## src/rtl/tx_beacon_sched.sv

```systemverilog
// Periodic beacon scheduler: writes a small payload into the TX buffer, pulses
// a start, then tracks SFD/END events from the radio with a timeout guard.
module tx_beacon_sched #(
    parameter logic [23:0] PERIOD  = 24'd1000000,
    parameter logic [6:0]  PLD_LEN = 7'd4,
    parameter logic [23:0] TIMEOUT = 24'd500000
) (
    input  logic        clk,
    input  logic        reset,
    input  logic        i_enable,
    input  logic [7:0]  i_node_id,
    input  logic [2:0]  i_ev,
    input  logic        i_ev_sig,
    output logic        o_start,
    output logic        o_buf_w_en,
    output logic [6:0]  o_buf_w_addr,
    output logic [7:0]  o_buf_byte,
    output logic        o_tx_ind,
    output logic        o_tx_sfd,
    output logic        o_busy,
    output logic        o_timeout,
    output logic        o_overrun,
    output logic [15:0] o_seq
);
    // Event codes shared with the radio TX core (tx.vh).
    localparam logic [2:0] TX_EVENT_SFD = 3'd1;
    localparam logic [2:0] TX_EVENT_END = 3'd2;

    typedef enum logic [2:0] {
        S_IDLE, S_WAIT_PERIOD, S_LOAD, S_START, S_WAIT_TX
    } state_t;

    state_t      r_state, w_nstate;
    logic [23:0] r_pcnt;
    logic [23:0] r_wcnt;
    logic [6:0]  r_lcnt;
    logic [15:0] r_seq;
    logic        r_ind, r_sfd, r_timeout, r_overrun;

    logic w_tick, w_busy, w_end, w_sfd, w_to, w_load_last;

    assign w_busy      = (r_state == S_LOAD) || (r_state == S_START) || (r_state == S_WAIT_TX);
    assign w_tick      = (r_state != S_IDLE) && (r_pcnt == PERIOD - 24'd1);
    assign w_end       = (r_state == S_WAIT_TX) && i_ev_sig && (i_ev == TX_EVENT_END);
    assign w_sfd       = (r_state == S_WAIT_TX) && i_ev_sig && (i_ev == TX_EVENT_SFD);
    // END wins over a coincident timeout.
    assign w_to        = (r_state == S_WAIT_TX) && !w_end && (r_wcnt == TIMEOUT - 24'd1);
    assign w_load_last = (r_lcnt == PLD_LEN - 7'd1);

    always_ff @(posedge clk) begin
        if (reset) begin
            r_state   <= S_IDLE;
            r_pcnt    <= '0;
            r_wcnt    <= '0;
            r_lcnt    <= '0;
            r_seq     <= '0;
            r_ind     <= 1'b0;
            r_sfd     <= 1'b0;
            r_timeout <= 1'b0;
            r_overrun <= 1'b0;
        end else begin
            r_state   <= w_nstate;
            r_pcnt    <= (r_state == S_IDLE || w_tick) ? 24'd0 : r_pcnt + 24'd1;
            r_lcnt    <= (r_state == S_LOAD && !w_load_last) ? r_lcnt + 7'd1 : 7'd0;
            r_wcnt    <= (r_state == S_WAIT_TX) ? r_wcnt + 24'd1 : 24'd0;
            r_timeout <= w_to;
            r_overrun <= w_tick && w_busy;
            if (w_end || w_to) r_sfd <= 1'b0;
            else if (w_sfd)    r_sfd <= 1'b1;
            if (w_end) begin
                r_ind <= ~r_ind;
                r_seq <= r_seq + 16'd1;
            end
        end
    end

    always_comb begin
        w_nstate = r_state;
        case (r_state)
            S_IDLE:        if (i_enable) w_nstate = S_LOAD;
            S_WAIT_PERIOD: if (!i_enable) w_nstate = S_IDLE;
                           else if (w_tick) w_nstate = S_LOAD;
            S_LOAD:        if (w_load_last) w_nstate = S_START;
            S_START:       w_nstate = S_WAIT_TX;
            S_WAIT_TX:     if (w_end || w_to) w_nstate = i_enable ? S_WAIT_PERIOD : S_IDLE;
            default:       w_nstate = S_IDLE;
        endcase
    end

    always_comb begin
        o_start      = (r_state == S_START);
        o_buf_w_en   = (r_state == S_LOAD);
        o_buf_w_addr = r_lcnt;
        o_busy       = w_busy;
        o_buf_byte   = 8'h00;
        if (r_state == S_LOAD) begin
            case (r_lcnt)
                7'd0:    o_buf_byte = 8'hA5;
                7'd1:    o_buf_byte = i_node_id;
                7'd2:    o_buf_byte = r_seq[15:8];
                7'd3:    o_buf_byte = r_seq[7:0];
                default: o_buf_byte = 8'h00;
            endcase
        end
    end

    assign o_tx_ind  = r_ind;
    assign o_tx_sfd  = r_sfd;
    assign o_timeout = r_timeout;
    assign o_overrun = r_overrun;
    assign o_seq     = r_seq;
endmodule

```

## config.mk

```make
export PLATFORM = sky130hd
export DESIGN_NAME = tx_beacon_sched
export DESIGN_NICKNAME = d
export VERILOG_FILES = /design/src/rtl/tx_beacon_sched.sv
export SDC_FILE = /design/constraint.sdc
export NUM_CORES = 1
export LEC_CHECK = 0
export BUFFER_PORTS_ARGS = -buffer_cell sky130_fd_sc_hd__buf_2
export CORE_UTILIZATION = 30
export CTS_CLUSTER_DIAMETER = 80
export DETAILED_ROUTE_END_ITERATION = 12
export PLACE_DENSITY = 0.46
export SYNTH_ARGS = -nofsm -noshare
export SYNTH_HDL_FRONTEND = slang
export SYNTH_SLANG_ARGS = --single-unit
```

## constraint.sdc

```tcl
create_clock -name clk -period 5.03 [get_ports clk]
set_input_delay 0.7545 -clock clk [delete_from_list [all_inputs] [get_ports clk]]
set_output_delay 0.7545 -clock clk [all_outputs]
set_load 0.02 [all_outputs]
```

==> results of run 1 <==
## cells in the mapped netlist (all sizes together), types with 2 or more instances
library cell / instances
nand4: 15
nand2: 29
nand2b: 3
buf: 7
a21oi: 18
xor2: 29
nor4bb: 2
nand3: 26
o211ai: 2
nor2: 87
dfxtp: 78
a222oi: 4
xnor2: 33
and4: 8
clkbuf: 8
and3: 9
or3: 4
or2: 2
nor4b: 3
nor4: 9
ha: 7
a22oi: 4
nor3: 20
and2: 2
inv: 14
nor3b: 3
o21ai: 4
## per-stage QoR
step                      cell area, um2  setup WS (ps)  hold WS, ps  instances  power (mW)
final                               4440           2080          464        637        1.44
after global routing                4440           1900          486        637        1.50
after CTS                           4440           2070          468        637        1.46
after detailed placement            4100           2450          455        621       0.729
after global placement              4100           2510          440        621       0.728
after floorplan                     3710           2440          426        436       0.702
## cells in the final DEF, fill, tap and decap left out, drive strengths merged, types with 13 or more instances in the layout
master	netlist	routed
nor2	87	87
dfxtp	78	78
buf	7	53
xnor2	33	33
xor2	29	29
nand2	29	29
nand3	26	26
nor3	20	20
a21oi	18	18
nand4	15	15
inv	14	14
clkbuf	8	13
## sequential cells by signal, summed over array words and instances, names as in the netlist
name	count
o_timeout	1
o_tx_sfd	1
r_state	3
r_pcnt	24
o_buf_w_addr	7
o_seq	16
o_overrun	1
o_tx_ind	1
r_wcnt	24
## how the worst min path moves through the flow
stage                           end  slack [ps]  cells past startpoint
final                     r_pcnt[0]         460                      1
after detailed placement  r_wcnt[0]         460                      1
after floorplan           r_pcnt[0]         430                      1
after global routing      r_pcnt[0]         490                      1
after global placement    r_pcnt[0]         440                      1
after CTS                 r_wcnt[0]         470                      1
## logic make-up (layout without fill, tap and decap cells)
kind of cell | after synthesis | count (layout) | share of synthesized area
AOI/OAI and AO/OA | 34 | 34 | 0.0566
DFF | 78 | 78 | 0.421
adders and majority gates | 7 | 7 | 0.0236
xor gates and xnor gates | 62 | 62 | 0.146
buffers and inverters | 29 | 83 | 0.0324
and+or+nand+nor | 226 | 226 | 0.320
## layout make-up
| type | count | share of cell area |
|---|---|---|
| inverter | 14 | 0.0118 |
| clock buffer | 13 | 0.0609 |
| multi-input combinational | 329 | 0.459 |
| clock inverter | 3 | 0.0147 |
| tap | 147 | 0.0415 |
| sequential | 78 | 0.352 |
| timing repair buffer | 53 | 0.0603 |
## routing by layer
| metal | vias up | GRT usage | wire, um |
|---|---|---|---|
| met5 | - | 0 | 10 |
| met4 | 2 | 0.0447 | 92 |
| met3 | 8 | 0.0552 | 464 |
| met2 | 77 | 0.213 | 3640 |
| met1 | 1456 | 0.180 | 4100 |
| li1 | 1601 | - | - |
## power breakdown
group	switching, mW	internal (mW)
clock network	0.247	0.474
logic	0.0556	0.0283
registers	0.00758	0.623
total	0.310	1.13
==> flow_summary_export.csv, run 1 <==
group,metric,value,unit
layout,fillers,1280,
floorplanning,num_io_pins,53,
sta,setup_violations,0,
cts,cts_root_buf,"clkbuf_16",
critical_path,reg2reg_to,"r_pcnt[4]",
yosys,synth_area,3710,um2
floorplanning,die_w,113,um
route,firstDrtPassIters,4,
critical_path,path_buf_inv,2,
outcome,status,"complete, no violations",
floorplanning,core,12000,um2
yosys,syn_inst,436,
critical_path,worstPathArrival,2190,ps
worst_hold_path,hold_path.class,"flop to flop",
sta,skew,5.46,ps
power_and_ir_drop,powerDensity,323,nW/um2
route,ant_nets,0,
floorplanning,dieHeight,113,um
critical_path,cp.depth,6,
place,gp_congestion,0.781,
critical_path,max_stage_delay,540,ps
cts,clockBufferDepth,2,
critical_path,crit_required,4280,ps
layout,drive_above_1_share,0.163,
sta,max_slew_margin,0.375,
layout,seqCellArea,1560,um2
place,dpl.hpwl,5.94,mm
grt,grt_pass1_wl,14.0,mm
sta,final_max_slew_viol_count,0,
yosys,synth.avg_cell_area,8.51,um2
sta,rsz0062_at_grt,"false",
sta,min_period,2950,ps
power_and_ir_drop,power.leakage,1.61,nW
run,cap_viol_max_count,0,
cts,cts.clk_slew.worst_paths,60,ps
route,dr.first_iter.drc_count,189,
layout,multi_input_area,2040,um2
grt,grt.total_usage,0.139,
cts,clkSinkCount,78,
route,routedWlPerCell,13.0,um
yosys,synth_seq_area_share,0.421,
place,io_buffers,52,
route,drt_drc_violations_left,0,
sta,fin_tns_setup,0,ps
cts,cts_resized,0,
route,routed_wl,8.31,mm
yosys,syn-num-nets,458,
route,vias,3144,
yosys,synth-edff-count,0,
yosys,yosysTopAreaCellShare,0.421,
yosys,synth_seq_cells,78,
worst_hold_path,worstHoldStart,"r_pcnt[0]",
layout,nets,507,
layout,utilization,0.369,
yosys,synth_cell_types,43,
grt,grt_max_degree,27,
critical_path,endpoint_kind,"output port",
critical_path,slowest_stage,"or4_1",
critical_path,r2r_slack,3040,ps
sta,worst_pin_slew,938,ps
cts,clock_latency,330,ps
layout,area_growth,19.6,%
layout,antenna_cells,0,
grt,gr-total-overflow,0,
critical_path,critical_path.endpoint,"o_buf_byte[3]",
sta,period_share,0.586,
critical_path,startpoint,"o_buf_w_addr[0]",
critical_path,crit_type,"flop to output port",
critical_path,crit_chain,"inv_1 -> ha_1 -> or4_1 -> nand4_1 -> nor2_1 -> buf_2",
grt,grt_pass1_vias,2811,
floorplanning,die-area,12800,um2
critical_path,r2r-start,"r_pcnt[0]",
power_and_ir_drop,worst_ir_drop_vdd,0.000167,V
yosys,async_flop_share,0,
yosys,yosys_warnings,0,
cts,post_cts.repair.setup_buffers,0,
sta,final_hold_viol_count,0,
critical_path,critPathTopFamily,"simple AND/OR/NAND/NOR gates",
floorplanning,initial_core_util,0.309,
critical_path,crit_fanout,9,
cts,numCtsBuffers,9,
cts,cts_tree,"done",
sta,max_freq,0.340,GHz
yosys,ys_top_cells_by_area,"dfxtp_1, nor2_1, xnor2_1",
floorplanning,row_count,40,
critical_path,critPathLaunchType,"flop",
yosys,yosysTopAreaCell,"dfxtp_1",
grt,antenna_found_initial,1,
cts,h-tree-depth,3,
route,vias_per_cell,4.94,
cts,postCtsHoldBufs,0,
critical_path,rr_worst_depth,6,
yosys,ys.flop_type,"dfxtp_1",
No activity file was read; power rests on OpenSTA's default activity.
==> inputs of run 2 (changes only) <==
==> constraint.sdc (replaced) <==
create_clock -name clk -period 2.77 [get_ports clk]
set_input_delay 0.4155 -clock clk [delete_from_list [all_inputs] [get_ports clk]]
set_output_delay 0.4155 -clock clk [all_outputs]
set_load 0.02 [all_outputs]
==> flow_summary_export.csv, run 2 (synthesis results as in run 1) <==
group,metric,value,unit
route,vias,3133,
route,ant_nets,0,
cts,h-tree-depth,3,
cts,clkSinkCount,78,
cts,cts_tree,"done",
outcome,status,"complete, no violations",
sta,rsz0062_at_grt,"false",
critical_path,crit_required,2350,ps
cts,postCtsHoldBufs,0,
cts,numCtsBuffers,9,
sta,timing.hold.ws,397,ps
route,routed_wl,8.34,mm
grt,grt_max_degree,27,
worst_hold_path,hold_depth,3,
critical_path,endpoint_kind,"output port",
grt,grt_pass1_vias,2748,
route,routedWlPerCell,13.1,um
critical_path,rr_worst_depth,6,
layout,final_cell_mix,"nor2_1, dfxtp_1, buf_2, xnor2_1, xor2_1",
floorplanning,dieHeight,113,um
critical_path,worstPathArrival,2120,ps
floorplanning,initial_core_util,0.309,
sta,final_hold_viol_count,0,
cts,clockBufferDepth,2,
place,placed_area,4110,um2
layout,drive_above_1_share,0.165,
cts,cts_root_buf,"clkbuf_16",
cts,cts_resized,0,
cts,post_cts.repair.setup_buffers,0,
power_and_ir_drop,worst_ir_drop_vdd,0.000203,V
floorplanning,die_w,113,um
layout,area_growth,19.3,%
layout,stdcell_count,638,
layout,layout_commonest_cell,"nor2_1",
route,vias_per_cell,4.91,
layout,stdcell_area,4430,um2
sta,period_share,0.917,
place,dp_cells,622,
sta,min_period,2540,ps
sta,max_slew_margin,0.659,
place,io_buffers,52,
worst_hold_path,hold_path.class,"primary input to flop",
floorplanning,core,12000,um2
power_and_ir_drop,p_total,2.55,mW
route,drt_drc_violations_left,0,
floorplanning,num_io_pins,53,
layout,antenna_cells,0,
grt,gr-total-overflow,0,
grt,grt_pass1_wl,13.7,mm
sta,worst_pin_slew,507,ps
sta,max_freq,0.394,GHz
cts,cts.clk_slew.worst_paths,60,ps
cts,clock_latency,340,ps
floorplanning,row_count,40,
place,dpl.hpwl,5.91,mm
run,cap_viol_max_count,0,
grt,grt.total_usage,0.137,
layout,utilization,0.369,
grt,antenna_found_initial,1,
critical_path,critPathLaunchType,"flop",
power_and_ir_drop,power.leakage,1.60,nW
sta,final_max_slew_viol_count,0,
place,place_ws,521,ps
critical_path,crit_type,"flop to output port",
sta,skew,6.70,ps
sta,setup_violations,0,
floorplanning,die-area,12800,um2
sta,fin_ws,230,ps
power_and_ir_drop,powerDensity,576,nW/um2
critical_path,crit_fanout,9,
place,gp_congestion,0.774,
route,firstDrtPassIters,5,
sta,fin_tns_setup,0,ps
layout,nets,508,
route,dr.first_iter.drc_count,172,
[run 2: cell types whose count changed in the layout (fill, tap and decap cells not counted), sizes merged]
cell,delta
clkinv,+1
buf,+1
clkbuf,-1
[run 2: path summary, 6_finish.rpt]
path                        start            end  slack (ps)
setup / recovery  o_buf_w_addr[0]  o_buf_byte[4]         230
hold / removal            i_ev[0]       o_tx_sfd         400
setup reg to reg        r_pcnt[0]     r_pcnt[17]         730
hold reg to reg         r_wcnt[0]      r_wcnt[0]         470
[run 2: routing by layer]
| layer | global-route usage | vias to the layer above | share of wire |
|---|---|---|---|
| li1 | - | 1599 | - |
| met1 | 0.181 | 1440 | 0.50 |
| met2 | 0.207 | 80 | 0.44 |
| met3 | 0.0359 | 12 | 0.047 |
| met4 | 0.0684 | 2 | 0.012 |
| met5 | 0 | - | 0.0012 |
[run 2: report_power, final]
group	switching, mW	internal, mW
registers	0.0139	1.13
clock network	0.441	0.811
logic	0.102	0.0516
total	0.558	1.99
[run 2: worst max-delay path, stage by stage (launching register included)]
cell and delay [ps]:
dfxtp_1 410, inv_1 90, ha_2 250, or4_1 520
nand4_1 260, nor2_1 90, buf_2 170
[run 2: layout make-up]
| cell class | instances | area (um2) |
|---|---|---|
| fillers | 1245 | 7580 |
| clock inverters | 4 | 70.1 |
| multi-input cells | 329 | 2040 |
| inverters | 14 | 52.6 |
| flip-flops and latches | 78 | 1560 |
| well taps | 147 | 184 |
| repair buffers | 54 | 275 |
| clock buffers | 12 | 246 |
==> inputs of run 3 (changes only) <==
--- a/config.mk
+++ b/config.mk
@@ -6,10 +6,12 @@
 export NUM_CORES = 1
 export LEC_CHECK = 0
 export BUFFER_PORTS_ARGS = -buffer_cell sky130_fd_sc_hd__buf_2
+export CELL_PAD_IN_SITES_DETAIL_PLACEMENT = 1
+export CELL_PAD_IN_SITES_GLOBAL_PLACEMENT = 1
 export CORE_UTILIZATION = 30
 export CTS_CLUSTER_DIAMETER = 80
 export DETAILED_ROUTE_END_ITERATION = 12
-export PLACE_DENSITY = 0.46
+export PLACE_DENSITY = 0.58
 export SYNTH_ARGS = -nofsm -noshare
 export SYNTH_HDL_FRONTEND = slang
 export SYNTH_SLANG_ARGS = --single-unit
==> flow_summary_export.csv, run 3 (synthesis results as in run 1) <==
group,metric,value,unit
critical_path,r2r_slack,710,ps
critical_path,path_buf_inv,2,
cts,clock_latency,330,ps
critical_path,max_stage_delay,540,ps
critical_path,reg2reg_to,"r_pcnt[20]",
route,routedWlPerCell,14.4,um
critical_path,r2r-start,"r_pcnt[0]",
layout,multi_input_area,2040,um2
floorplanning,die_w,113,um
sta,period_share,0.954,
critical_path,endpoint_kind,"output port",
route,firstDrtPassIters,4,
power_and_ir_drop,worst_ir_drop_vdd,0.000312,V
worst_hold_path,hold_path.class,"primary input to flop",
critical_path,slowest_stage,"or4_1",
cts,clkSinkCount,78,
sta,fin_tns_setup,0,ps
layout,area_growth,18.2,%
critical_path,crit_fanout,9,
floorplanning,num_io_pins,53,
place,placed_area,4110,um2
cts,cts.clk_slew.worst_paths,60,ps
sta,timing.hold.ws,410,ps
worst_hold_path,timing.hold.worst_endpoint,"o_tx_sfd",
layout,antenna_cells,0,
grt,grt_pass1_vias,3165,
route,ant_nets,0,
layout,nets,508,
critical_path,critPathTopFamily,"simple AND/OR/NAND/NOR gates",
critical_path,startpoint,"o_buf_w_addr[0]",
critical_path,crit_required,2350,ps
layout,layout_commonest_cell,"nor2_1",
grt,antenna_found_initial,0,
cts,clockBufferDepth,2,
power_and_ir_drop,power.leakage,1.58,nW
place,io_buffers,52,
cts,cts_resized,0,
critical_path,rr_worst_depth,6,
floorplanning,die-area,12800,um2
layout,stdcell_area,4390,um2
route,vias_per_cell,5.00,
power_and_ir_drop,powerDensity,556,nW/um2
critical_path,critPathLaunchType,"flop",
layout,final_cell_mix,"nor2_1, dfxtp_1, buf_2, xnor2_1, xor2_1",
cts,numCtsBuffers,9,
place,dp_cells,622,
cts,cts_tree,"done",
layout,drive_above_1_share,0.160,
critical_path,worstPathArrival,2230,ps
floorplanning,dieHeight,113,um
layout,fillers,1467,
sta,rsz0062_at_grt,"false",
grt,grt_pass1_wl,15.2,mm
sta,final_max_slew_viol_count,0,
outcome,status,"complete, no violations",
cts,post_cts.repair.setup_buffers,0,
sta,worst_pin_slew,520,ps
layout,utilization,0.365,
sta,min_period,2640,ps
worst_hold_path,hold_depth,3,
sta,final_hold_viol_count,0,
cts,postCtsHoldBufs,0,
route,dr.first_iter.drc_count,119,
grt,grt.total_usage,0.152,
floorplanning,row_count,40,
cts,h-tree-depth,3,
sta,skew,5.38,ps
sta,max_slew_margin,0.653,
place,gp_congestion,0.802,
run,cap_viol_max_count,0,
grt,gr-total-overflow,0,
critical_path,crit_chain,"inv_1 -> ha_1 -> or4_1 -> nand4_1 -> nor2_1 -> buf_2",
route,routed_wl,9.12,mm
sta,setup_violations,0,
worst_hold_path,worstHoldStart,"i_ev[0]",
sta,max_freq,0.379,GHz
layout,seqCellArea,1560,um2
layout,stdcell_count,635,
route,vias,3172,
place,dpl.hpwl,6.70,mm
floorplanning,core,12000,um2
critical_path,crit_type,"flop to output port",
floorplanning,initial_core_util,0.309,
cts,cts_root_buf,"clkbuf_16",
route,drt_drc_violations_left,0,
grt,grt_max_degree,27,
[run 3: layer usage]
| metal | GRT usage | vias up | part of all wire |
|---|---|---|---|
| li1 | - | 1595 | - |
| met1 | 0.189 | 1509 | 0.48 |
| met2 | 0.249 | 58 | 0.46 |
| met3 | 0.0289 | 10 | 0.034 |
| met4 | 0.0789 | 0 | 0.022 |
| met5 | 0 | - | 0 |
[run 3: how the worst max path moves through the flow]
stage                               end  slack (ps)  depth (start not counted)
final                     o_buf_byte[1]         130                          6
after global routing      o_buf_byte[1]          10                          6
after CTS                 o_buf_byte[1]         120                          6
after detailed placement  o_buf_byte[1]         490                          6
after global placement    o_buf_byte[3]         590                          6
after floorplan           o_buf_byte[1]         520                          6
[run 3: final cells by class]
class | instances | area share
multi-input combinational | 329 | 0.464
sequential | 78 | 0.356
timing repair buffer | 54 | 0.0627
clock buffer | 11 | 0.0553
tap | 147 | 0.0419
inverter | 14 | 0.0120
clock inverter | 2 | 0.00799
[run 3: report_power, final]
part | leakage [nW] | switching (mW) | internal, mW
Combinational | 0.817 | 0.103 | 0.0517
Sequential | 0.629 | 0.0149 | 1.13
Clock | 0.137 | 0.432 | 0.706
Total | 1.58 | 0.550 | 1.89
[run 3: worst min-delay path: cells and delay by family]
kind	cells	cell delay, ps
and+or+nand+nor	1	50
buffers and inverters	1	110
AOI/OAI and AO/OA	1	120
[run 3: metrics by stage]
step | power [mW] | setup slack, ps
CTS | 2.48 | 121
floorplan | 1.28 | 524
finish | 2.44 | 128
global route | 2.54 | 11.5
global placement | 1.32 | 588
detailed placement | 1.33 | 492
